$ cat src/rtl/abc_selftest.sv
// abc_selftest: sequential self-test stage for the abc block (y = AB + !BC).
// Steps {a,b,c} through vectors 0..7 and holds each vector for SETTLE cycles.
// On the last cycle of each hold it compares y against EXPECTED[index].
// Mismatches are counted in err_count and flagged per vector in fail_mask.
// Optional feature macro: ABC_SELFTEST_SYNC_EN. When defined, y passes through
// a two-flop synchroniser first, and each vector is held for SETTLE+2 cycles.
//
// state  | meaning
// S_IDLE | after reset, waiting for start
// S_RUN  | vector applied, settle counter running
// S_DONE | run complete, results held until the next start
module abc_selftest #(
   parameter logic [7:0] EXPECTED = 8'b1110_0010,
   parameter int         SETTLE   = 4
) (
   input  logic       clk,
   input  logic       rst_n,
   input  logic       start,
   output logic       a,
   output logic       b,
   output logic       c,
   input  logic       y,
   output logic       busy,
   output logic       done,
   output logic       pass,
   output logic [3:0] err_count,
   output logic [7:0] fail_mask
);

`ifdef ABC_SELFTEST_SYNC_EN
   localparam int HOLD = SETTLE + 2;
`else
   localparam int HOLD = SETTLE;
`endif
   localparam logic [4:0] CNT_LAST = 5'(HOLD - 1);

   typedef enum logic [1:0] {S_IDLE, S_RUN, S_DONE} state_t;

   state_t     r_state;
   state_t     w_state_nxt;
   logic [2:0] r_idx;
   logic [4:0] r_cnt;
   logic [3:0] r_err;
   logic [7:0] r_mask;
   logic       r_pass;
   logic       w_y;
   logic       w_accept;
   logic       w_cmp;
   logic       w_miss;
   logic       w_last;

`ifdef ABC_SELFTEST_SYNC_EN
   logic r_y_s1;
   logic r_y_s2;

   // two-flop synchroniser on the returned response
   always_ff @(posedge clk or negedge rst_n) begin
      if (!rst_n) begin
         r_y_s1 <= 1'b0;
         r_y_s2 <= 1'b0;
      end else begin
         r_y_s1 <= y;
         r_y_s2 <= r_y_s1;
      end
   end

   assign w_y = r_y_s2;
`else
   assign w_y = y;
`endif

   // start is only honoured outside a run, so a run cannot be restarted or extended
   assign w_accept = start && (r_state != S_RUN);
   assign w_cmp    = (r_state == S_RUN) && (r_cnt == CNT_LAST);
   assign w_miss   = (w_y != EXPECTED[r_idx]);
   assign w_last   = (r_idx == 3'd7);

   // state register
   always_ff @(posedge clk or negedge rst_n) begin
      if (!rst_n) r_state <= S_IDLE;
      else        r_state <= w_state_nxt;
   end

   // next-state logic
   always_comb begin
      w_state_nxt = r_state;
      case (r_state)
         S_IDLE:  if (w_accept) w_state_nxt = S_RUN;
         S_RUN:   if (w_cmp && w_last) w_state_nxt = S_DONE;
         S_DONE:  if (w_accept) w_state_nxt = S_RUN;
         default: w_state_nxt = S_IDLE;
      endcase
   end

   // vector index, settle counter and result accumulation
   always_ff @(posedge clk or negedge rst_n) begin
      if (!rst_n) begin
         r_idx  <= 3'd0;
         r_cnt  <= 5'd0;
         r_err  <= 4'd0;
         r_mask <= 8'd0;
         r_pass <= 1'b0;
      end else if (w_accept) begin
         r_idx  <= 3'd0;
         r_cnt  <= 5'd0;
         r_err  <= 4'd0;
         r_mask <= 8'd0;
         r_pass <= 1'b0;
      end else if (r_state == S_RUN) begin
         if (w_cmp) begin
            r_cnt <= 5'd0;
            if (w_miss) begin
               r_mask[r_idx] <= 1'b1;
               r_err         <= r_err + 4'd1;
            end
            // the index stays at 7 in DONE so a,b,c hold 1,1,1
            if (w_last) r_pass <= (r_err == 4'd0) && !w_miss;
            else        r_idx  <= r_idx + 3'd1;
         end else begin
            r_cnt <= r_cnt + 5'd1;
         end
      end
   end

   assign {a, b, c}  = r_idx;
   assign busy       = (r_state == S_RUN);
   assign done       = (r_state == S_DONE);
   assign pass       = r_pass;
   assign err_count  = r_err;
   assign fail_mask  = r_mask;

endmodule
$ cat config.mk
export PLATFORM = sky130hd
export DESIGN_NAME = abc_selftest
export DESIGN_NICKNAME = d
export VERILOG_FILES = /design/src/rtl/abc_selftest.sv
export SDC_FILE = /design/constraint.sdc
export NUM_CORES = 1
export LEC_CHECK = 0
export CAP_MARGIN = 0
export CORE_ASPECT_RATIO = 0.9
export CORE_MARGIN = 1
export CORE_UTILIZATION = 25
export DETAILED_ROUTE_END_ITERATION = 10
export SLEW_MARGIN = 15
export SYNTH_ARGS = -nofsm -noshare
export SYNTH_HDL_FRONTEND = slang
export SYNTH_SLANG_ARGS = --single-unit
export TNS_END_PERCENT = 20
$ cat constraint.sdc
create_clock -name clk -period 2.53 [get_ports clk]
set_input_delay 0.3795 -clock clk [delete_from_list [all_inputs] [get_ports clk]]
set_output_delay 0.3795 -clock clk [all_outputs]
set_load 0.02 [all_outputs]
==> flow_summary.ini, run 1 <==
[status]
status = complete, no violations

[place]
post-place-ws_ps = 740
place.gp.congestion = 0.774
numPortBuffers = 21
dpl-instance-area_um2 = 1440
place_hpwl_um = 1900
dp.cells = 196

[floorplan]
die_area_um2 = 5010
placeableCoreArea_um2 = 4490
floorplan.io_pins = 22
fp.dieW_um = 74.5
die_y_um = 67.3
floorplan.initialDensity_pct = 26.4
floorplan.rows = 23

[timing]
post-route-worst-setup-slack_ps = 603
timing.slew.headroom_pct = 73.8
fin_setup_tns_ps = 0
final-setup-viol-count = 0
worst_clock_skew_ps = 7.11
tightest_slew_ps = 392
rsz_0062_raised_after_global_routing = no
max_freq_ghz = 0.519
report.final.hold_viol_count = 0
drv_slew = 0
timing.final.crit_period_ps = 1930
whs_ps = 460
post-route-period-util_pct = 76.1

[critical_path]
worstPathArrival_ps = 1550
worst_path_largest_cell_delay_ps = 690
critical_path_class = flip-flop to output pin
cp_num_buf_inv = 1
timing.critical_path.cells = clkdlybuf4s50_1
cp.required_ps = 2150
regToRegSetupSlack_ps = 770
crit_fanout = 11
cp_top_family = buffers and inverters
timing.critical_path.from_type = flip-flop
crit_path_end_kind = output pin
critical_path_slowest_stage_cell = sky130_fd_sc_hd__clkdlybuf4s50_1

[detailed_routing]
routedWlPerCell_um = 12.9
routed_wirelength_um = 2590
detail_route.iter0.violations = 58
final_antenna_net_count = 0
vias_per_cell = 4.70
detailroute.via_count = 940
drc_errors = 0
detailedRoute.firstPassIterationCount = 5

[finish]
layout.core_utilization_pct = 33.1
stdcell_count = 200
final_design_area_no_fill_um2 = 1490
final_net_count = 148
most-common-layout-cells = sky130_fd_sc_hd__dfrtp_1 (23), sky130_fd_sc_hd__clkdlybuf4s50_1 (21), sky130_fd_sc_hd__nand2_1 (15)
n_antenna_cell = 0
area_delta_synth_final_pct = 25.6
fill_cells = 468
layout-drive-gt1-share_pct = 7.97
layout_commonest_cell = sky130_fd_sc_hd__dfrtp_1

[logic_synthesis]
area_of_the_mapped_netlist_um2 = 1180
yosys.cell_types.count = 36
synth_warnings = 0
synth.yosys.seq_area_share_pct = 48.6
synth.net_count = 128
syn_avg_cell_area_um2 = 9.95
synth_seq_cells = 23
syn-instance-count = 119

[power_and_ir_drop]
clkPwrFrac_pct = 15.0
power_leakage_nw = 0.642
power_density_nw_per_um2 = 1070
p_switching_mw = 0.679
power.share.combinational_pct = 44.9
power.total_mw = 1.59
internal-power_mw = 0.911
share_seq_of_total_power_pct = 40.1
power.switching_fraction_pct = 42.7
ir_worst_vdd_uv = 428

[clock_network]
cts_repair_resize_count = 0
cts_made_buffers = 3
htree_levels = 1
clockRootBuffer = sky130_fd_sc_hd__clkbuf_8
cts-root-to-sink-buffers = 2
cts_hold_repair.buffers = 0
cts_setup_buffers = 0
clk_transition_reported_paths_ps = 90
cts_tree = done
clk-insertion-delay-late_ps = 270
clock-sinks = 23

[global_routing]
global_route.overflow_total = 0
grt_first_pass_wirelength_um = 4590
antenna_found_initial = 0
grt.total_usage_pct = 12.0
grt_start_max_net_pins = 24
number_of_global_route_vias_before_repair = 969

[run]
max_cap_viol_count = 0

[worst_hold_path]
hold_path_class = input pin to async pin
-- synth_stat cells (all sizes together) --
master,instances,area (um^2)
xnor2,2,17.5
and3,2,12.5
o41ai,1,16.3
clkbuf,1,3.75
nand2b,1,13.8
a31oi,4,25.0
and4b,1,10.0
xor2,2,17.5
nor3,3,20.0
inv,5,18.8
o211ai,1,7.51
o21ai,8,40.0
nand3,5,30.0
mux2i,5,53.8
a32o,1,10.0
and2,1,6.26
a21oi,2,10.0
nand3b,1,7.51
buf,6,37.5
ha,5,62.6
o31ai,3,22.5
a211oi,1,7.51
nand4b,1,8.76
clkinv,1,8.76
a22o,2,17.5
nand2,15,56.3
nand4,1,6.26
dfrtp,23,576
nor2,14,52.6
or4,1,7.51
-- final cells by class --
class                   instances  area [um^2]  area share (%)
clock inverters                 1         7.51           0.505
well taps                      62         77.6            5.22
repair buffers                 22          218            14.6
multi-input cells              83          539            36.3
flip-flops and latches         23          576            38.7
inverters                       6         27.5            1.85
clock buffers                   3         41.3            2.78
-- layer usage --
| metal | vias to the layer above | GRT usage, % | wire [um] |
|---|---|---|---|
| met2 | 23 | 20.2 | 1190 |
| li1 | 454 | - | - |
| met1 | 461 | 16.1 | 1260 |
| met5 | - | 0 | 0 |
| met3 | 2 | 2.99 | 128 |
| met4 | 0 | 1.42 | 11 |
-- sequential cells by signal, summed over array words and instances, names as in the netlist --
name and count:
fail_mask 8, r_cnt 5, err_count 4, r_idx 3
r_state 2, pass 1
-- cell families (layout without fill, tap and decap cells) --
kind of cell | count (synthesis) | in the layout | share of synthesized area (%)
and+or+nand+nor | 46 | 46 | 19.6
AOI/OAI and AO/OA | 23 | 23 | 13.2
DFF | 23 | 23 | 48.6
buffers and inverters | 13 | 32 | 5.81
adders and majority gates | 5 | 5 | 5.29
muxes | 5 | 5 | 4.55
xor gates and xnor gates | 4 | 4 | 2.96
-- power by group through the flow --
stage          Clock (mW)  Sequential (mW)  Combinational (mW)
4_1_cts             0.244            0.637               0.724
3_5_place_dp            0            0.641               0.722
2_1_floorplan           0            0.665               0.447
3_3_place_gp            0            0.638               0.701
5_1_grt             0.263            0.660               0.800
6_report            0.238            0.638               0.713
-- worst paths after layout --
kind,from,to,cells after the start
hold / removal,rst_n,r_idx[2],2
min in group clk,fail_mask[3],fail_mask[3],2
max in group asynchronous,rst_n,err_count[3],2
setup / recovery,r_idx[0],c,1
hold reg to reg,fail_mask[3],fail_mask[3],2
setup reg to reg,r_idx[1],fail_mask[2],4
(Power assumes the default switching activity.)
==> inputs of run 2 (changes only) <==
==> constraint.sdc (replaced) <==
create_clock -name clk -period 1.85 [get_ports clk]
set_input_delay 0.2775 -clock clk [delete_from_list [all_inputs] [get_ports clk]]
set_output_delay 0.2775 -clock clk [all_outputs]
set_load 0.02 [all_outputs]
==> run 2 against run 1 <==
Die area stayed put. Count of clock-buffer cells in the layout did not move. Sequential cell count unchanged. Register-to-register slack got worse by 580 ps. Worst setup slack lost 500 ps. Non-clock buffer count is 4 higher. Design area is 2.2% higher. First-iteration DRC count is 47% lower. Combinational power up 49%. Critical path type unchanged.
==> flow_summary.ini, run 2 (synthesis results as in run 1) <==
[status]
status = complete, no violations

[clock_network]
cts_setup_buffers = 0
htree_levels = 1
cts_tree = done
cts_made_buffers = 3
clock-sinks = 23
cts-root-to-sink-buffers = 2
clockRootBuffer = sky130_fd_sc_hd__clkbuf_8
clk_transition_reported_paths_ps = 90
clk-insertion-delay-late_ps = 270

[finish]
layout_commonest_cell = sky130_fd_sc_hd__dfrtp_1
layout-drive-gt1-share_pct = 10.6
most-common-layout-cells = sky130_fd_sc_hd__dfrtp_1 (23), sky130_fd_sc_hd__clkdlybuf4s50_1 (20), sky130_fd_sc_hd__nand2_1 (15)
fill_cells = 476
area_delta_synth_final_pct = 28.3
n_antenna_cell = 0
largest_reg_flops = 8
final_net_count = 152

[floorplan]
die_area_um2 = 5010
placeableCoreArea_um2 = 4490
die_y_um = 67.3
floorplan.io_pins = 22
floorplan.initialDensity_pct = 26.4
floorplan.rows = 23
fp.dieW_um = 74.5

[timing]
timing.slew.headroom_pct = 76.0
worst_clock_skew_ps = 8.57
report.final.hold_viol_count = 0
rsz_0062_raised_after_global_routing = no
tightest_slew_ps = 360
post-route-period-util_pct = 94.5
fin_setup_tns_ps = 0
final-setup-viol-count = 0
max_freq_ghz = 0.572
timing.final.crit_period_ps = 1750
drv_slew = 0

[detailed_routing]
vias_per_cell = 4.74
routedWlPerCell_um = 13.1
detailroute.via_count = 967
detail_route.iter0.violations = 31
final_antenna_net_count = 0
drc_errors = 0
routed_wirelength_um = 2660
detailedRoute.firstPassIterationCount = 4

[global_routing]
grt_first_pass_wirelength_um = 4550
antenna_found_initial = 0
number_of_global_route_vias_before_repair = 948
grt.total_usage_pct = 12.0
grt_start_max_net_pins = 24
global_route.overflow_total = 0

[place]
numPortBuffers = 21
place.gp.congestion = 0.761
place_hpwl_um = 1960

[critical_path]
worstPathArrival_ps = 1470
r2r-end = fail_mask[3]
cp.required_ps = 1570
timing.critical_path.from = r_state[0]
crit_path_end_kind = output pin
reg2reg_from = r_cnt[2]
critical_path_class = flip-flop to output pin
rr_worst_depth = 4
endpoint = done
timing.critical_path.from_type = flip-flop
crit_fanout = 2
regToRegSetupSlack_ps = 190

[power_and_ir_drop]
power_density_nw_per_um2 = 1460
share_seq_of_total_power_pct = 37.3
p_switching_mw = 0.936
power.share.combinational_pct = 47.9
power_leakage_nw = 0.664
ir_worst_vdd_uv = 622
clkPwrFrac_pct = 14.8
power.total_mw = 2.22
internal-power_mw = 1.28
power.switching_fraction_pct = 42.3

[run]
max_cap_viol_count = 0

[worst_hold_path]
hold_path_class = input pin to async pin
## run 2: cell count changes in the layout (fill, tap and decap cells not counted), sizes merged
cell / delta
dlymetal6s2s: +1
buf: +4
clkdlybuf4s50: -1
## run 2: area by class of cell
type,instances,area (um^2),share of cell area (%)
multi-input cells,83,539,35.5
clock inverters,1,7.51,0.494
inverters,6,27.5,1.81
well taps,62,77.6,5.11
repair buffers,26,250,16.5
flip-flops and latches,23,576,37.9
clock buffers,3,41.3,2.72
## run 2: critical path, stage by stage (launching register included)
cell and delay, ps:
sky130_fd_sc_hd__dfrtp_1 420, sky130_fd_sc_hd__inv_1 80, sky130_fd_sc_hd__nand2_1 60, sky130_fd_sc_hd__inv_1 50, sky130_fd_sc_hd__clkdlybuf4s50_1 590
## run 2: power by group through the flow
stage                     Clock, mW  Combinational [mW]  Sequential [mW]
after floorplan                   0               0.612            0.909
final                         0.328                1.06            0.826
after global routing          0.363                1.18            0.856
after global placement            0                1.04            0.827
after CTS                     0.340                1.07            0.828
after detailed placement          0                1.06            0.834
## run 2: how the worst min path moves through the flow
stage,slack [ps],end,start,depth (start not counted)
2_1_floorplan,-20,err_count[0],rst_n,0
3_3_place_gp,480,fail_mask[3],fail_mask[3],2
3_5_place_dp,480,fail_mask[2],fail_mask[2],1
4_1_cts,360,r_idx[2],rst_n,2
5_1_grt,380,err_count[2],rst_n,2
6_report,350,err_count[2],rst_n,2
## run 2: timing repair
action | 4_1_cts | 5_1_grt
setup endpoints to repair | 0 | 1
resized for setup | 0 | 1
hold buffers | 0 | 0
## run 2: through the flow
step	utilization [%]	hold WS, ps	setup slack, ps	instances	instance area (um^2)
2_1_floorplan	-	-18.1	199	119	1180
3_3_place_gp	32.7	478	209	200	1470
3_5_place_dp	32.7	481	156	200	1470
4_1_cts	33.8	355	36.1	204	1520
5_1_grt	33.8	377	27.2	204	1520
6_report	33.8	350	102	204	1520
## run 2: layer usage
metal	track usage (%)	up-vias	share of wire, %
li1	-	459	-
met1	16.2	486	47
met2	19.5	18	48
met3	3.28	4	4.4
met4	2.12	0	0.71
met5	0	-	0
